### config.mk
export PLATFORM = sky130hd
export DESIGN_NAME = mem_bus_fabric_flat
export DESIGN_NICKNAME = d
export VERILOG_FILES = /design/src/rtl/mem_bus_fabric_if.sv /design/src/rtl/mem_bus_fabric.sv /design/src/flat_wrapper.sv
export SDC_FILE = /design/constraint.sdc
export NUM_CORES = 1
export LEC_CHECK = 0
export ABC_AREA = 1
export CORE_MARGIN = 4
export CORE_UTILIZATION = 30
export DETAILED_ROUTE_END_ITERATION = 8
export PLACE_DENSITY = 0.66
export SLEW_MARGIN = 25
export SYNTH_ARGS = -nofsm -noshare
export SYNTH_HDL_FRONTEND = slang
export SYNTH_SLANG_ARGS = --single-unit
### constraint.sdc
create_clock -name clk -period 2.4 [get_ports clk]
set_input_delay 0.36 -clock clk [delete_from_list [all_inputs] [get_ports clk]]
set_output_delay 0.36 -clock clk [all_outputs]
set_load 0.03 [all_outputs]
### src/rtl/mem_bus_fabric_if.sv
// ============================================================================
// Module      : mem_bus_fabric_if
// Description : Request/response and slave-channel signals of mem_bus_fabric.
// Revision    : 1.0 - initial release
// ============================================================================
`default_nettype none

interface mem_bus_fabric_if #(
    parameter int ADDR_W  = 16,
    parameter int DATA_W  = 16,
    parameter int NUM_SLV = 5
);
    logic                      m_valid;
    logic                      m_ready;
    logic [ADDR_W-1:0]         m_addr;
    logic [DATA_W-1:0]         m_wdata;
    logic                      m_we;
    logic                      m_rvalid;
    logic [DATA_W-1:0]         m_rdata;
    logic                      m_err;
    logic [NUM_SLV-1:0]        s_sel;
    logic                      s_we;
    logic [ADDR_W-1:0]         s_addr;
    logic [DATA_W-1:0]         s_wdata;
    logic [NUM_SLV-1:0]        s_ready;
    logic [NUM_SLV*DATA_W-1:0] s_rdata;

    // master: the surroundings (CPU plus slave devices); slave: the fabric itself
    modport master (
        output m_valid, m_addr, m_wdata, m_we, s_ready, s_rdata,
        input  m_ready, m_rvalid, m_rdata, m_err, s_sel, s_we, s_addr, s_wdata
    );

    modport slave (
        input  m_valid, m_addr, m_wdata, m_we, s_ready, s_rdata,
        output m_ready, m_rvalid, m_rdata, m_err, s_sel, s_we, s_addr, s_wdata
    );
endinterface

`default_nettype wire

### src/rtl/mem_bus_fabric.sv
// ============================================================================
// Module      : mem_bus_fabric
// Description : Registered single-master region decoder with per-slave
//               ready handshake. Define BUS_TIMEOUT_EN for the ACCESS timeout.
// Revision    : 1.0 - initial release
// ============================================================================
`default_nettype none

module mem_bus_fabric #(
    parameter int                         ADDR_W      = 16,
    parameter int                         DATA_W      = 16,
    parameter int                         NUM_SLV     = 5,
    parameter int                         RGN_W       = 4,
    parameter logic [NUM_SLV*RGN_W-1:0]   SLV_RGN     = 20'hBA840,
    parameter int                         TIMEOUT_CYC = 16
) (
    input  wire logic          clk,
    input  wire logic          rst,
    mem_bus_fabric_if.slave    bus
);

    localparam int IDX_W = (NUM_SLV > 1) ? $clog2(NUM_SLV) : 1;

    typedef enum logic [1:0] {
        ST_IDLE   = 2'd0,
        ST_ACCESS = 2'd1,
        ST_RESP   = 2'd2
    } state_t;

    state_t              state_q, state_d;
    logic [NUM_SLV-1:0]  sel_q,   sel_d;
    logic                we_q,    we_d;
    logic [ADDR_W-1:0]   addr_q,  addr_d;
    logic [DATA_W-1:0]   wdata_q, wdata_d;
    logic [IDX_W-1:0]    idx_q,   idx_d;
    logic                rvalid_q, rvalid_d;
    logic [DATA_W-1:0]   rdata_q, rdata_d;
    logic                err_q,   err_d;

    logic [RGN_W-1:0]    tag;
    logic                dec_hit;
    logic [IDX_W-1:0]    dec_idx;
    logic                sel_ready;
    logic [DATA_W-1:0]   sel_rdata;

`ifdef BUS_TIMEOUT_EN
    localparam int                CNT_W   = $clog2(TIMEOUT_CYC);
    localparam logic [CNT_W-1:0]  CNT_MAX = CNT_W'(TIMEOUT_CYC - 1);
    logic [CNT_W-1:0]             cnt_q, cnt_d;
`endif

    assign tag = bus.m_addr[ADDR_W-1 -: RGN_W];

    // Scan downwards so the lowest matching index is the last one written.
    always_comb begin
        dec_hit = 1'b0;
        dec_idx = '0;
        for (int i = NUM_SLV - 1; i >= 0; i--) begin
            if (SLV_RGN[i*RGN_W +: RGN_W] == tag) begin
                dec_hit = 1'b1;
                dec_idx = IDX_W'(i);
            end
        end
    end

    assign sel_ready = bus.s_ready[idx_q];
    assign sel_rdata = bus.s_rdata[idx_q*DATA_W +: DATA_W];

    always_comb begin
        state_d  = state_q;
        sel_d    = sel_q;
        we_d     = we_q;
        addr_d   = addr_q;
        wdata_d  = wdata_q;
        idx_d    = idx_q;
        rvalid_d = 1'b0;
        rdata_d  = rdata_q;
        err_d    = err_q;
`ifdef BUS_TIMEOUT_EN
        cnt_d    = cnt_q;
`endif
        case (state_q)
            ST_IDLE: begin
                if (bus.m_valid) begin
                    addr_d  = bus.m_addr;
                    wdata_d = bus.m_wdata;
                    if (dec_hit) begin
                        state_d = ST_ACCESS;
                        sel_d   = NUM_SLV'(1) << dec_idx;
                        we_d    = bus.m_we;
                        idx_d   = dec_idx;
`ifdef BUS_TIMEOUT_EN
                        cnt_d   = '0;
`endif
                    end else begin
                        state_d  = ST_RESP;
                        rvalid_d = 1'b1;
                        err_d    = 1'b1;
                        rdata_d  = '0;
                    end
                end
            end
            ST_ACCESS: begin
                if (sel_ready) begin
                    state_d  = ST_RESP;
                    rvalid_d = 1'b1;
                    err_d    = 1'b0;
                    rdata_d  = we_q ? '0 : sel_rdata;
                    sel_d    = '0;
                    we_d     = 1'b0;
                end
`ifdef BUS_TIMEOUT_EN
                else if (cnt_q == CNT_MAX) begin
                    state_d  = ST_RESP;
                    rvalid_d = 1'b1;
                    err_d    = 1'b1;
                    rdata_d  = '0;
                    sel_d    = '0;
                    we_d     = 1'b0;
                end else begin
                    cnt_d = cnt_q + 1'b1;
                end
`endif
            end
            ST_RESP: begin
                state_d = ST_IDLE;
            end
            default: begin
                state_d = ST_IDLE;
            end
        endcase
    end

    always_ff @(posedge clk) begin
        if (rst) begin
            state_q  <= ST_IDLE;
            sel_q    <= '0;
            we_q     <= 1'b0;
            addr_q   <= '0;
            wdata_q  <= '0;
            idx_q    <= '0;
            rvalid_q <= 1'b0;
            rdata_q  <= '0;
            err_q    <= 1'b0;
`ifdef BUS_TIMEOUT_EN
            cnt_q    <= '0;
`endif
        end else begin
            state_q  <= state_d;
            sel_q    <= sel_d;
            we_q     <= we_d;
            addr_q   <= addr_d;
            wdata_q  <= wdata_d;
            idx_q    <= idx_d;
            rvalid_q <= rvalid_d;
            rdata_q  <= rdata_d;
            err_q    <= err_d;
`ifdef BUS_TIMEOUT_EN
            cnt_q    <= cnt_d;
`endif
        end
    end

    assign bus.m_ready  = (state_q == ST_IDLE);
    assign bus.m_rvalid = rvalid_q;
    assign bus.m_rdata  = rdata_q;
    assign bus.m_err    = err_q;
    assign bus.s_sel    = sel_q;
    assign bus.s_we     = we_q;
    assign bus.s_addr   = addr_q;
    assign bus.s_wdata  = wdata_q;

endmodule

`default_nettype wire
### src/flat_wrapper.sv
// flat-port wrapper written by rule: the top's interface ports become plain ports
module mem_bus_fabric_flat 
#(
    parameter int                         ADDR_W      = 16,
    parameter int                         DATA_W      = 16,
    parameter int                         NUM_SLV     = 5,
    parameter int                         RGN_W       = 4,
    parameter logic [NUM_SLV*RGN_W-1:0]   SLV_RGN     = 20'hBA840,
    parameter int                         TIMEOUT_CYC = 16
)
  (clk, rst, bus_m_valid, bus_m_addr, bus_m_wdata, bus_m_we, bus_s_ready, bus_s_rdata, bus_m_ready, bus_m_rvalid, bus_m_rdata, bus_m_err, bus_s_sel, bus_s_we, bus_s_addr, bus_s_wdata);
  mem_bus_fabric_if #(.ADDR_W(ADDR_W), .DATA_W(DATA_W), .NUM_SLV(NUM_SLV)) bus_i ();
  input  wire logic clk;
  input  wire logic rst;
  input wire logic [$bits(bus_i.m_valid)-1:0] bus_m_valid;
  input wire logic [$bits(bus_i.m_addr)-1:0] bus_m_addr;
  input wire logic [$bits(bus_i.m_wdata)-1:0] bus_m_wdata;
  input wire logic [$bits(bus_i.m_we)-1:0] bus_m_we;
  input wire logic [$bits(bus_i.s_ready)-1:0] bus_s_ready;
  input wire logic [$bits(bus_i.s_rdata)-1:0] bus_s_rdata;
  output wire logic [$bits(bus_i.m_ready)-1:0] bus_m_ready;
  output wire logic [$bits(bus_i.m_rvalid)-1:0] bus_m_rvalid;
  output wire logic [$bits(bus_i.m_rdata)-1:0] bus_m_rdata;
  output wire logic [$bits(bus_i.m_err)-1:0] bus_m_err;
  output wire logic [$bits(bus_i.s_sel)-1:0] bus_s_sel;
  output wire logic [$bits(bus_i.s_we)-1:0] bus_s_we;
  output wire logic [$bits(bus_i.s_addr)-1:0] bus_s_addr;
  output wire logic [$bits(bus_i.s_wdata)-1:0] bus_s_wdata;
  assign bus_i.m_valid = bus_m_valid;
  assign bus_i.m_addr = bus_m_addr;
  assign bus_i.m_wdata = bus_m_wdata;
  assign bus_i.m_we = bus_m_we;
  assign bus_i.s_ready = bus_s_ready;
  assign bus_i.s_rdata = bus_s_rdata;
  assign bus_m_ready = bus_i.m_ready;
  assign bus_m_rvalid = bus_i.m_rvalid;
  assign bus_m_rdata = bus_i.m_rdata;
  assign bus_m_err = bus_i.m_err;
  assign bus_s_sel = bus_i.s_sel;
  assign bus_s_we = bus_i.s_we;
  assign bus_s_addr = bus_i.s_addr;
  assign bus_s_wdata = bus_i.s_wdata;
  mem_bus_fabric #(.ADDR_W(ADDR_W), .DATA_W(DATA_W), .NUM_SLV(NUM_SLV), .RGN_W(RGN_W), .SLV_RGN(SLV_RGN), .TIMEOUT_CYC(TIMEOUT_CYC)) u_core (.clk(clk), .rst(rst), .bus(bus_i));
endmodule
# == Yosys cells after proc, flatten, opt, wreduce, memory -nomap -nowiden ==
# Cells that the tools add are included.
# op_classes
order_cmp,1
eq_ne,9
shifts,2
muxes,36
n_reduce_logical,8
# ops
op,count
variable part select 80 x 8 -> 16 bit,1
2-to-1 mux 16 bit,4
case mux 16 bit (2 select lines),1
2-to-1 mux 3 bit,5
2-to-1 mux 5 bit,3
2-to-1 mux 1 bit,14
== test 4 bit (first input constant),3
case mux 5 bit (2 select lines),1
AND reduction 4 bit,2
2-to-1 mux 2 bit,3
case mux 1 bit (2 select lines),3
<< shifter 1 x 3 -> 5 bit (first input constant),1
== test 3 x 4 -> 1 bit (first input constant),1
zero test 4 bit,1
less-than comparator 3 x 4 -> 1 bit (second input constant),1
!= test 2 x 1 -> 1 bit (second input constant),2
!= test 2 bit (second input constant),2
case mux 2 bit (2 select lines),1
AND reduction 2 bit,2
binary-select mux 1 bit (select 3 bit),1
AND reduction 3 bit,1
== test 2 x 1 -> 1 bit (second input constant),1
zero test 2 bit,1
nonzero test 2 bit,1
# totals
regBits,61
output_inout_bits,57
wordCells,65

# == Logic depth before layout (Yosys ltp) ==
# Gate-level depths: netlist of run 1.
# depth
word_depth,10
ltp_mapped,11
mapped_depth_nobuf,10

# == Worst setup path after synthesis of run 1 ==
# No wires, ideal clock.
# synth_path
path_type,register to register
startpoint,reg u_core.state_q[1]
endpoint,reg u_core.rdata_q[4] (netlist: u_core.bus.m_rdata[4])
arrival_time_ps,1518
t_required_ps,2286
slack_ps,768
path_stages_with_launch,10
n_path_buf,1
period_less_slack_ps,1632
path_cell_list,dfxtp_1 nor2_2 nand2_2 nand2_1 inv_2 a21oi_2 nand2_4 buf_6 nor2_1 nor2_2
# synth_between
elab_chain_len,3
# synth_lines
item,line,source
start: declaration,mem_bus_fabric.sv:30,"state_t state_q, state_d;"
start signal: assignment,mem_bus_fabric.sv:149,state_q <= state_d;
zero test 2 bit (*),n/a,
via bus_m_ready,flat_wrapper.sv:21,output wire logic [$bits(bus_i.m_ready)-1:0] bus_m_ready;
!= test 2 bit (no source line) or nonzero test 2 bit (tied branches),n/a,
AND reduction 4 bit (no source line),n/a,
end signal: assignment,mem_bus_fabric.sv:156,rdata_q <= rdata_d;
end: declaration,mem_bus_fabric.sv:37,"logic [DATA_W-1:0] rdata_q, rdata_d;"
# Mark *: on every way through the listed nets, which the timed path passes. The rest lies on a longest branch.
# A chain may end at the register's enable or synchronous reset.

# == Worst setup path after layout of run 1 ==
# layout_path
startpoint,reg u_core.idx_q[1]
endpoint,reg u_core.rdata_q[12] (netlist: u_core.bus.m_rdata[12])
# layout_between
elab_chain_len,4
# layout_lines
item,line,source
start: declaration,mem_bus_fabric.sv:35,"logic [IDX_W-1:0] idx_q, idx_d;"
start signal: assignment,mem_bus_fabric.sv:154,idx_q <= idx_d;
variable part select 80 x 8 -> 16 bit or binary-select mux 1 bit (select 3 bit) (tied branches),"mem_bus_fabric.sv:67, mem_bus_fabric.sv:66",
2-to-1 mux 16 bit or 2-to-1 mux 1 bit (tied branches),"mem_bus_fabric.sv:108, mem_bus_fabric.sv:66",
2-to-1 mux 16 bit or != test 2 x 1 -> 1 bit (tied branches),n/a,
case mux 16 bit (2 select lines) or AND reduction 4 bit (tied branches),n/a,
# Several ways; a longest one is shown, not always the timed one. The select of a mux whose other input is x is not followed.

==> impl_metrics.ini, run 1 <==
[routing]
first_iter_violations = 178
drc = 0
first_pass_iters = 4
via_per_inst = 4.66
routed_wl_um = 11500
vias = 3728
wl_per_cell_um = 14.3
postRouteAntennaNets = 0

[critical_path]
path_class = register to register
arrival_ns = 2.16
r2r_setup_slack_ns = 0.46
startpoint = u_core.idx_q[1]
reg2reg_to = u_core.bus.m_rdata[12]
reg2reg_from = u_core.idx_q[1]
r2r_cells = 8
crit_fanout = 17
startpoint_type = register
critPathRequiredTime_ns = 2.62
critPathCaptureType = register

[synthesis]
synth.area.top_cells = dfxtp_1 40%, nand2_1 19%, nor2_1 13%
yosys.cell_types.count = 21
synth_top_cell_by_area = dfxtp_1
syn-cell-area_um2 = 3070
syn_inst = 493
avgSynthCellArea_um2 = 6.23
ys_seq_area_share_pct = 39.8
yosys.area.top_type_share_pct = 39.8
yosys_warnings = 0
synth_nets = 614
synth-seq-cells = 61

[sta]
rsz0062_at_grt = false
final-hold-violation-count = 0
worstMarginPinSlew_ns = 0.385
setup_viol = 0
fin_setup_tns_ns = 0
maxSlewViolCount = 0
whs_ns = 0.473
fin_crit_ns = 1.94
fmax_mhz = 514
slew_headroom_pct = 74.3
layout_worst_path_cycle_share_pct = 81.0
fin_worst_skew_ns = 0.0109

[floorplan]
rows = 36
die_w_um = 109
dieArea_um2 = 11900
die_h_um = 109
top_level_ports = 178
core_um2 = 9860
start_util_pct = 31.1

[cts]
post_cts_buffers = 0
htree_levels = 3
clockBufferDepth = 2
cts_inserted_buffers = 9
clockRootBuffer = clkbuf_8
path_clk_slew_ns = 0.06
cts_tree = done
clock_sinks = 61
clkLatencyLatePin_ns = 0.33
ctsHoldBuffers = 0
post_cts_resized = 0

[global_routing]
grt_max_degree = 36
grt_pass1_vias = 3629
antenna_found_initial = 0
grt_pass1_wl_um = 17500
grt_usage_pct = 18.7
grt_overflow = 0

[hold_path]
worstHoldPathCells = 2
min_path_type = register to register
hold_end = u_core.bus.s_sel[4]
hp-start = u_core.bus.s_sel[4]

[final_layout]
fin_nets = 786
insertedDiodeCount = 0
finish.utilization_pct = 52.3
drive_above_1_share_pct = 6.60
area_delta_synth_final_pct = 67.9

[power]
p_leak_nw = 2.17
peakVddDrop_v = 0.000328
powerDensity_nw_per_um2 = 592

[placed_design]
hpwl_um = 8860
io_buffer_count = 177
gp_congestion = 0.816

[outcome]
status = complete, no violations

[job]
maxCapViolations = 0
## synthesized netlist by cell type
library cell  number
nor2_1           105
buf_2              6
nor2_2             3
buf_6              2
nand3_2            1
a21oi_1           19
nand2_4            1
clkbuf_1          14
nand2_1          152
dfxtp_1           61
nand3_1           48
o21ai_0           46
nand4_1            1
o21ai_1            1
inv_2              9
buf_4              4
a21oi_2            1
buf_1              2
nor3_4             1
nand2_2            3
inv_1             13
## placed cells by master, fill, tap and decap left out
master and count:
a21oi_1 19, a21oi_2 1, buf_12 1, buf_4 11
bufinv_16 1, clkbuf_8 11, clkdlybuf4s50_1 177, clkinv_2 1
dfxtp_1 61, inv_1 13, inv_2 9, nand2_1 152
nand2_2 3, nand2_4 1, nand3_1 48, nand3_2 1
nand4_1 1, nor2_1 105, nor2_2 3, nor3_4 1
o21ai_0 46, o21ai_1 1
## per-layer routing
layer / GRT usage, % / vias to the layer above / wire (um)
li1: - / 1895 / -
met3: 9.35 / 18 / 1520
met4: 6.41 / 0 / 235
met5: 0 / - / 0
met2: 31.5 / 161 / 5100
met1: 20.4 / 1654 / 4590
## area by class of cell
cell class,count,area [um2]
Fill cell,985,4710
Timing Repair Buffer,189,1870
Multi-Input combinational cell,382,1630
Sequential cell,61,1220
Tap cell,133,166
Clock buffer,11,151
Inverter,22,82.6
Clock inverter,2,35.0
## power breakdown
group / switching [W] / internal, W / leakage [nW] / total (W)
clock: 0.000367 / 0.000517 / 0.0971 / 0.000885
combinational: 0.000541 / 0.000463 / 1.57 / 0.00100
sequential: 0.0000541 / 0.00111 / 0.503 / 0.00116
total: 0.000963 / 0.00209 / 2.17 / 0.00305
## how the worst max path moves through the flow
stage                             end  slack [ns]  depth (start not counted)
5_1_grt        u_core.bus.m_rdata[12]        0.29                          8
3_5_place_dp    u_core.bus.m_rdata[0]        0.33                          9
4_1_cts                   bus_m_ready        0.43                          2
2_1_floorplan   u_core.bus.m_rdata[4]        0.77                          9
6_report       u_core.bus.m_rdata[12]        0.46                          8
3_3_place_gp    u_core.bus.m_rdata[3]        0.41                          9
## cells by family (layout without fill, tap and decap cells)
logic type	Yosys count	in the layout	share of synthesized area (%)
compound gates	67	67	11.0
buf+inv	50	224	7.33
flops	61	61	39.8
simple gates	315	315	41.9
## per-stage QoR
step | area, um2 | setup WS, ns | power (W) | instances
2_1_floorplan | 3070 | 0.768 | 0.00171 | 493
3_3_place_gp | 4970 | 0.414 | 0.00218 | 787
3_5_place_dp | 4970 | 0.332 | 0.00220 | 787
4_1_cts | 5160 | 0.430 | 0.00309 | 800
5_1_grt | 5160 | 0.286 | 0.00323 | 800
6_report | 5160 | 0.456 | 0.00305 | 800
## worst max-delay path, stage by stage (launching register included)
cell     delay [ns]
dfxtp_1        0.42
buf_4          0.27
nand3_1        0.11
nand3_1        0.13
nand3_2        0.30
nand2_4        0.31
inv_2          0.13
nor2_1         0.12
nor2_1         0.05
## registers in the layout, summed over array words and instances, names as in the netlist
| register | count |
|---|---|
| u_core.bus.m_rdata | 16 |
| u_core.bus.s_wdata | 16 |
| u_core.bus.m_rvalid | 1 |
| u_core.state_q | 2 |
| u_core.bus.s_sel | 5 |
| u_core.idx_q | 3 |
| u_core.bus.s_we | 1 |
| u_core.bus.s_addr | 16 |
| u_core.bus.m_err | 1 |
No activity file was read; power rests on OpenSTA's default activity.
==> inputs of run 2 (changes only) <==
==> constraint.sdc (replaced) <==
create_clock -name clk -period 1.8 [get_ports clk]
set_input_delay 0.27 -clock clk [delete_from_list [all_inputs] [get_ports clk]]
set_output_delay 0.27 -clock clk [all_outputs]
set_load 0.03 [all_outputs]
==> run 2 against run 1 <==
Clock skew shrank 0.0026 ns. First-iteration DRC count rose by 42%. Hold slack worse by 0.0080 ns. Cell count is 1.9% higher. Sequential power is 34% higher. Combinational power up 36%. Sequential cell count did not move. Clock power rose by 68%. Global-route usage down 0.17 points. Die area unchanged. Critical endpoint is now bus_s_we.
==> impl_metrics.ini, run 2 (synthesis gave the netlist of run 1 again) <==
[cts]
clockRootBuffer = clkbuf_8
clockBufferDepth = 2
cts_inserted_buffers = 9
clkLatencyLatePin_ns = 0.33
post_cts_resized = 1
cts_tree = done
ctsHoldBuffers = 0
clock_sinks = 61
path_clk_slew_ns = 0.06
htree_levels = 3
post_cts_buffers = 0

[final_layout]
multiInputGateArea_um2 = 1630
insertedDiodeCount = 0
instances_no_fill = 815
seq_area_um2 = 1220
area_delta_synth_final_pct = 72.5
final_design_area_no_fill_um2 = 5300
layout_common_cells = 176 x clkdlybuf4s50_1, 152 x nand2_1, 105 x nor2_1
nFillCells = 966
fin_nets = 798
mostFrequentLayoutCell = clkdlybuf4s50_1
drive_above_1_share_pct = 8.50

[sta]
whs_ns = 0.465
rsz0062_at_grt = false
worst_slack_ns = 0.139
fin_setup_tns_ns = 0
fin_crit_ns = 1.66
fmax_mhz = 602
maxSlewViolCount = 0
worstMarginPinSlew_ns = 0.375
final-hold-violation-count = 0
layout_worst_path_cycle_share_pct = 92.3
setup_viol = 0
slew_headroom_pct = 74.9
fin_worst_skew_ns = 0.00826

[routing]
wl_per_cell_um = 13.9
postRouteAntennaNets = 0
drc = 0
first_pass_iters = 4
first_iter_violations = 252
via_per_inst = 4.57
routed_wl_um = 11400
vias = 3727

[critical_path]
crit_slowest_cell = clkdlybuf4s50_1
reg2reg_from = u_core.idx_q[0]
arrival_ns = 1.39
cpPeakStageDelay_ns = 0.70
startpoint_type = register
path_buf_inv = 1
crit_chain = clkdlybuf4s50_1
critPathRequiredTime_ns = 1.53
r2r_setup_slack_ns = 0.25
reg2reg_to = u_core.bus.m_rdata[9]
path_class = register to output port
r2r_cells = 9
crit_family = buffers and inverters
critPathCaptureType = output port
crit_fanout = 3

[hold_path]
hp-start = u_core.bus.m_err
worstHoldPathCells = 2
hold_end = u_core.bus.m_err
min_path_type = register to register

[power]
p_leak_nw = 2.25
p_int_w = 0.00307
pwr-share-seq_pct = 35.3
pwr-share-comb_pct = 30.9
powerDensity_nw_per_um2 = 830
p_sw_w = 0.00132
p_sw_share_pct = 30.1
peakVddDrop_v = 0.000548
power.share.clock_pct = 33.8

[floorplan]
start_util_pct = 31.1
top_level_ports = 178
die_w_um = 109
die_h_um = 109
core_um2 = 9860
rows = 36
dieArea_um2 = 11900

[placed_design]
pre_cts_ws_ns = -0.0756
hpwl_um = 8950
dp_cells = 799
io_buffer_count = 177
gp_congestion = 0.900
place_area_um2 = 5060

[global_routing]
grt_overflow = 0
grt_max_degree = 36
antenna_found_initial = 0
grt_pass1_wl_um = 17400
grt_pass1_vias = 3591
grt_usage_pct = 18.6

[job]
maxCapViolations = 0

[outcome]
status = complete, no violations
[run 2: cell types whose count changed in the layout (fill, tap and decap cells not counted), sizes merged]
| cell | change |
|---|---|
| clkbuf | +1 |
| clkdlybuf4s50 | -1 |
| buf | +12 |
| dlygate4sd2 | +1 |
| bufinv | +2 |
[run 2: layout make-up]
type,count,area share [%]
clock inverters,4,1.79
inverters,22,1.56
well taps,133,3.14
flip-flops and latches,61,23.1
clock buffers,12,2.74
repair buffers,201,37.0
multi-input cells,382,30.7
[run 2: through the flow]
step / power (W) / utilization [%]
6_report: 0.00440 / 53.7
2_1_floorplan: 0.00228 / -
3_3_place_gp: 0.00293 / 51.3
5_1_grt: 0.00464 / 53.7
4_1_cts: 0.00444 / 53.7
3_5_place_dp: 0.00296 / 51.3
[run 2: worst register-to-register path: cells and delay by family, from the launching register on]
family	cells	cell delay, ns
and+or+nand+nor	7	0.80
DFF	1	0.41
buffers and inverters	2	0.25
[run 2: power groups by stage]
| stage | combinational (W) | sequential, W | clock (W) |
|---|---|---|---|
| floorplan | 0.000468 | 0.00181 | 0 |
| global route | 0.00149 | 0.00157 | 0.00158 |
| CTS | 0.00138 | 0.00155 | 0.00151 |
| detailed placement | 0.00137 | 0.00158 | 0 |
| global placement | 0.00136 | 0.00158 | 0 |
| finish | 0.00136 | 0.00155 | 0.00149 |
[run 2: layer usage]
metal  wire, um  vias to the layer above  track usage, %
met1       4510                     1646            20.6
met2       5260                      146            32.4
met5          0                        -               0
met4         94                        0            3.83
met3       1490                        9            8.88
li1           -                     1926               -
[run 2: how the worst max path moves through the flow]
stage                                  endpoint  cells after the start               from  slack [ns]
after global placement    u_core.bus.m_rdata[3]                      9     bus_m_addr[12]       -0.02
after global routing      u_core.bus.m_rdata[5]                      9    u_core.idx_q[0]        0.07
after CTS                 u_core.bus.m_rdata[9]                      9    u_core.idx_q[0]        0.08
after detailed placement  u_core.bus.m_rdata[0]                      9     bus_m_addr[12]       -0.08
after floorplan           u_core.bus.m_rdata[4]                      9  u_core.state_q[1]        0.17
final                                  bus_s_we                      1    u_core.bus.s_we        0.14
==> inputs of run 3 (changes only) <==
--- a/config.mk
+++ b/config.mk
@@ -7,9 +7,9 @@
 export LEC_CHECK = 0
 export ABC_AREA = 1
 export CORE_MARGIN = 4
-export CORE_UTILIZATION = 30
+export CORE_UTILIZATION = 38
 export DETAILED_ROUTE_END_ITERATION = 8
-export PLACE_DENSITY = 0.66
+export PLACE_DENSITY = 0.8
 export SLEW_MARGIN = 25
 export SYNTH_ARGS = -nofsm -noshare
 export SYNTH_HDL_FRONTEND = slang
==> run 3 against run 2 <==
Largest cell class unchanged. Cell count down 4.0%. Global-route usage up 3.9 points. Critical endpoint unchanged. Critical path depth unchanged. Clock-buffer cell count unchanged. Total power down 9.0%.
==> impl_metrics.ini, run 3 (synthesis gave the netlist of run 1 again) <==
[final_layout]
fin_nets = 797
layout_common_cells = 176 x clkdlybuf4s50_1, 152 x nand2_1, 105 x nor2_1
area_delta_synth_final_pct = 69.8
final_design_area_no_fill_um2 = 5220
insertedDiodeCount = 0
drive_above_1_share_pct = 8.38
instances_no_fill = 782
mostFrequentLayoutCell = clkdlybuf4s50_1

[placed_design]
io_buffer_count = 177
place_area_um2 = 5040
gp_congestion = 0.936
dp_cells = 767
pre_cts_ws_ns = -0.0880
hpwl_um = 8500

[critical_path]
startpoint = u_core.bus.s_we
startpoint_type = register
path_class = register to output port
critPathRequiredTime_ns = 1.53
crit_family = buffers and inverters
critPathCaptureType = output port
r2r_cells = 9
arrival_ns = 1.39
crit_fanout = 3
path_buf_inv = 1
reg2reg_from = u_core.idx_q[0]
crit_chain = clkdlybuf4s50_1
reg2reg_to = u_core.bus.m_rdata[6]
cpPeakStageDelay_ns = 0.70
r2r_setup_slack_ns = 0.20
crit_slowest_cell = clkdlybuf4s50_1
cp_num_cells = 1
crit_path_end = bus_s_we

[sta]
layout_worst_path_cycle_share_pct = 92.4
worst_slack_ns = 0.137
slew_headroom_pct = 76.3
worstMarginPinSlew_ns = 0.354
rsz0062_at_grt = false
whs_ns = 0.467
fin_crit_ns = 1.66
fin_worst_skew_ns = 0.0113
maxSlewViolCount = 0
setup_viol = 0
final-hold-violation-count = 0
fmax_mhz = 601

[hold_path]
min_path_type = register to register
worstHoldPathCells = 2

[power]
p_sw_share_pct = 32.7
p_leak_nw = 2.22
pwr-share-seq_pct = 38.8
p_int_w = 0.00269
powerDensity_nw_per_um2 = 767
peakVddDrop_v = 0.000633
pwr-share-comb_pct = 34.1
p_sw_w = 0.00131
power.share.clock_pct = 27.1

[routing]
vias = 3768
drc = 0
postRouteAntennaNets = 0
wl_per_cell_um = 14.0
via_per_inst = 4.82
routed_wl_um = 10900
first_pass_iters = 4
first_iter_violations = 195

[cts]
clockBufferDepth = 2
clock_sinks = 61
clockRootBuffer = clkbuf_8
cts_tree = done
clkLatencyLatePin_ns = 0.33
path_clk_slew_ns = 0.07
cts_inserted_buffers = 9
htree_levels = 3
ctsHoldBuffers = 0

[job]
maxCapViolations = 0

[global_routing]
grt_usage_pct = 22.5
grt_overflow = 0
grt_max_degree = 45
antenna_found_initial = 0
grt_pass1_wl_um = 17800
grt_pass1_vias = 3769

[floorplan]
top_level_ports = 178
start_util_pct = 39.3
core_um2 = 7810
dieArea_um2 = 9590
die_h_um = 97.9
rows = 32
die_w_um = 97.9

[outcome]
status = complete, no violations
[run 3: cell count changes in the layout (fill, tap and decap cells not counted), sizes merged]
cell      before  now
buf           24   23
bufinv         3    0
clkinv         1    2
clkinvlp       0    1
[run 3: timing repair]
action,4_1_cts,5_1_grt
setup buffers,0,0
setup endpoints to repair,1,7
gates resized for setup,1,1
[run 3: metal layers]
metal  routed length, um  GRT usage, %  part of all wire [%]  up-vias
met2                5160          38.5                    47      172
met3                1290          9.86                    12       12
li1                    -             -                     -     1926
met1                4370          25.7                    40     1658
met5                   0             0                     0        -
met4                 127          5.43                   1.2        0
[run 3: power by group through the flow]
stage / Combinational, W / Clock [W] / Sequential, W
floorplan: 0.000468 / 0 / 0.00181
global placement: 0.00135 / 0 / 0.00158
detailed placement: 0.00137 / 0 / 0.00158
CTS: 0.00138 / 0.00111 / 0.00155
global route: 0.00149 / 0.00117 / 0.00157
finish: 0.00136 / 0.00108 / 0.00155
[run 3: final cells by class]
cell class / count / area (um2)
clock buffers: 12 / 155
clock inverters: 3 / 21.3
fillers: 691 / 2590
inverters: 22 / 82.6
multi-input cells: 382 / 1630
flip-flops and latches: 61 / 1220
well taps: 102 / 128
repair buffers: 200 / 1980
[run 3: metrics by stage]
step,util [%],total power [W],TNS (ns)
2_1_floorplan,-,0.00228,0
3_3_place_gp,64.5,0.00292,-0.214
4_1_cts,66.8,0.00404,0
5_1_grt,66.8,0.00423,0
6_report,66.8,0.00400,0
3_5_place_dp,64.5,0.00295,-0.748
[run 3: worst min path at each step]
stage / from / end
after floorplan: bus_m_we / u_core.bus.s_we
after global placement: u_core.bus.s_sel[3] / u_core.bus.s_sel[3]
after detailed placement: u_core.bus.s_sel[1] / u_core.bus.s_sel[1]
after CTS: u_core.bus.m_err / u_core.bus.m_err
after global routing: u_core.bus.m_err / u_core.bus.m_err
final: u_core.bus.s_sel[4] / u_core.bus.s_sel[4]
[run 3: worst reg2reg max path, delay by kind of cell (launching register included)]
| kind | cells | cell delay, ns |
|---|---|---|
| buffers and inverters | 2 | 0.39 |
| DFF | 1 | 0.38 |
| and+or+nand+nor | 7 | 0.76 |
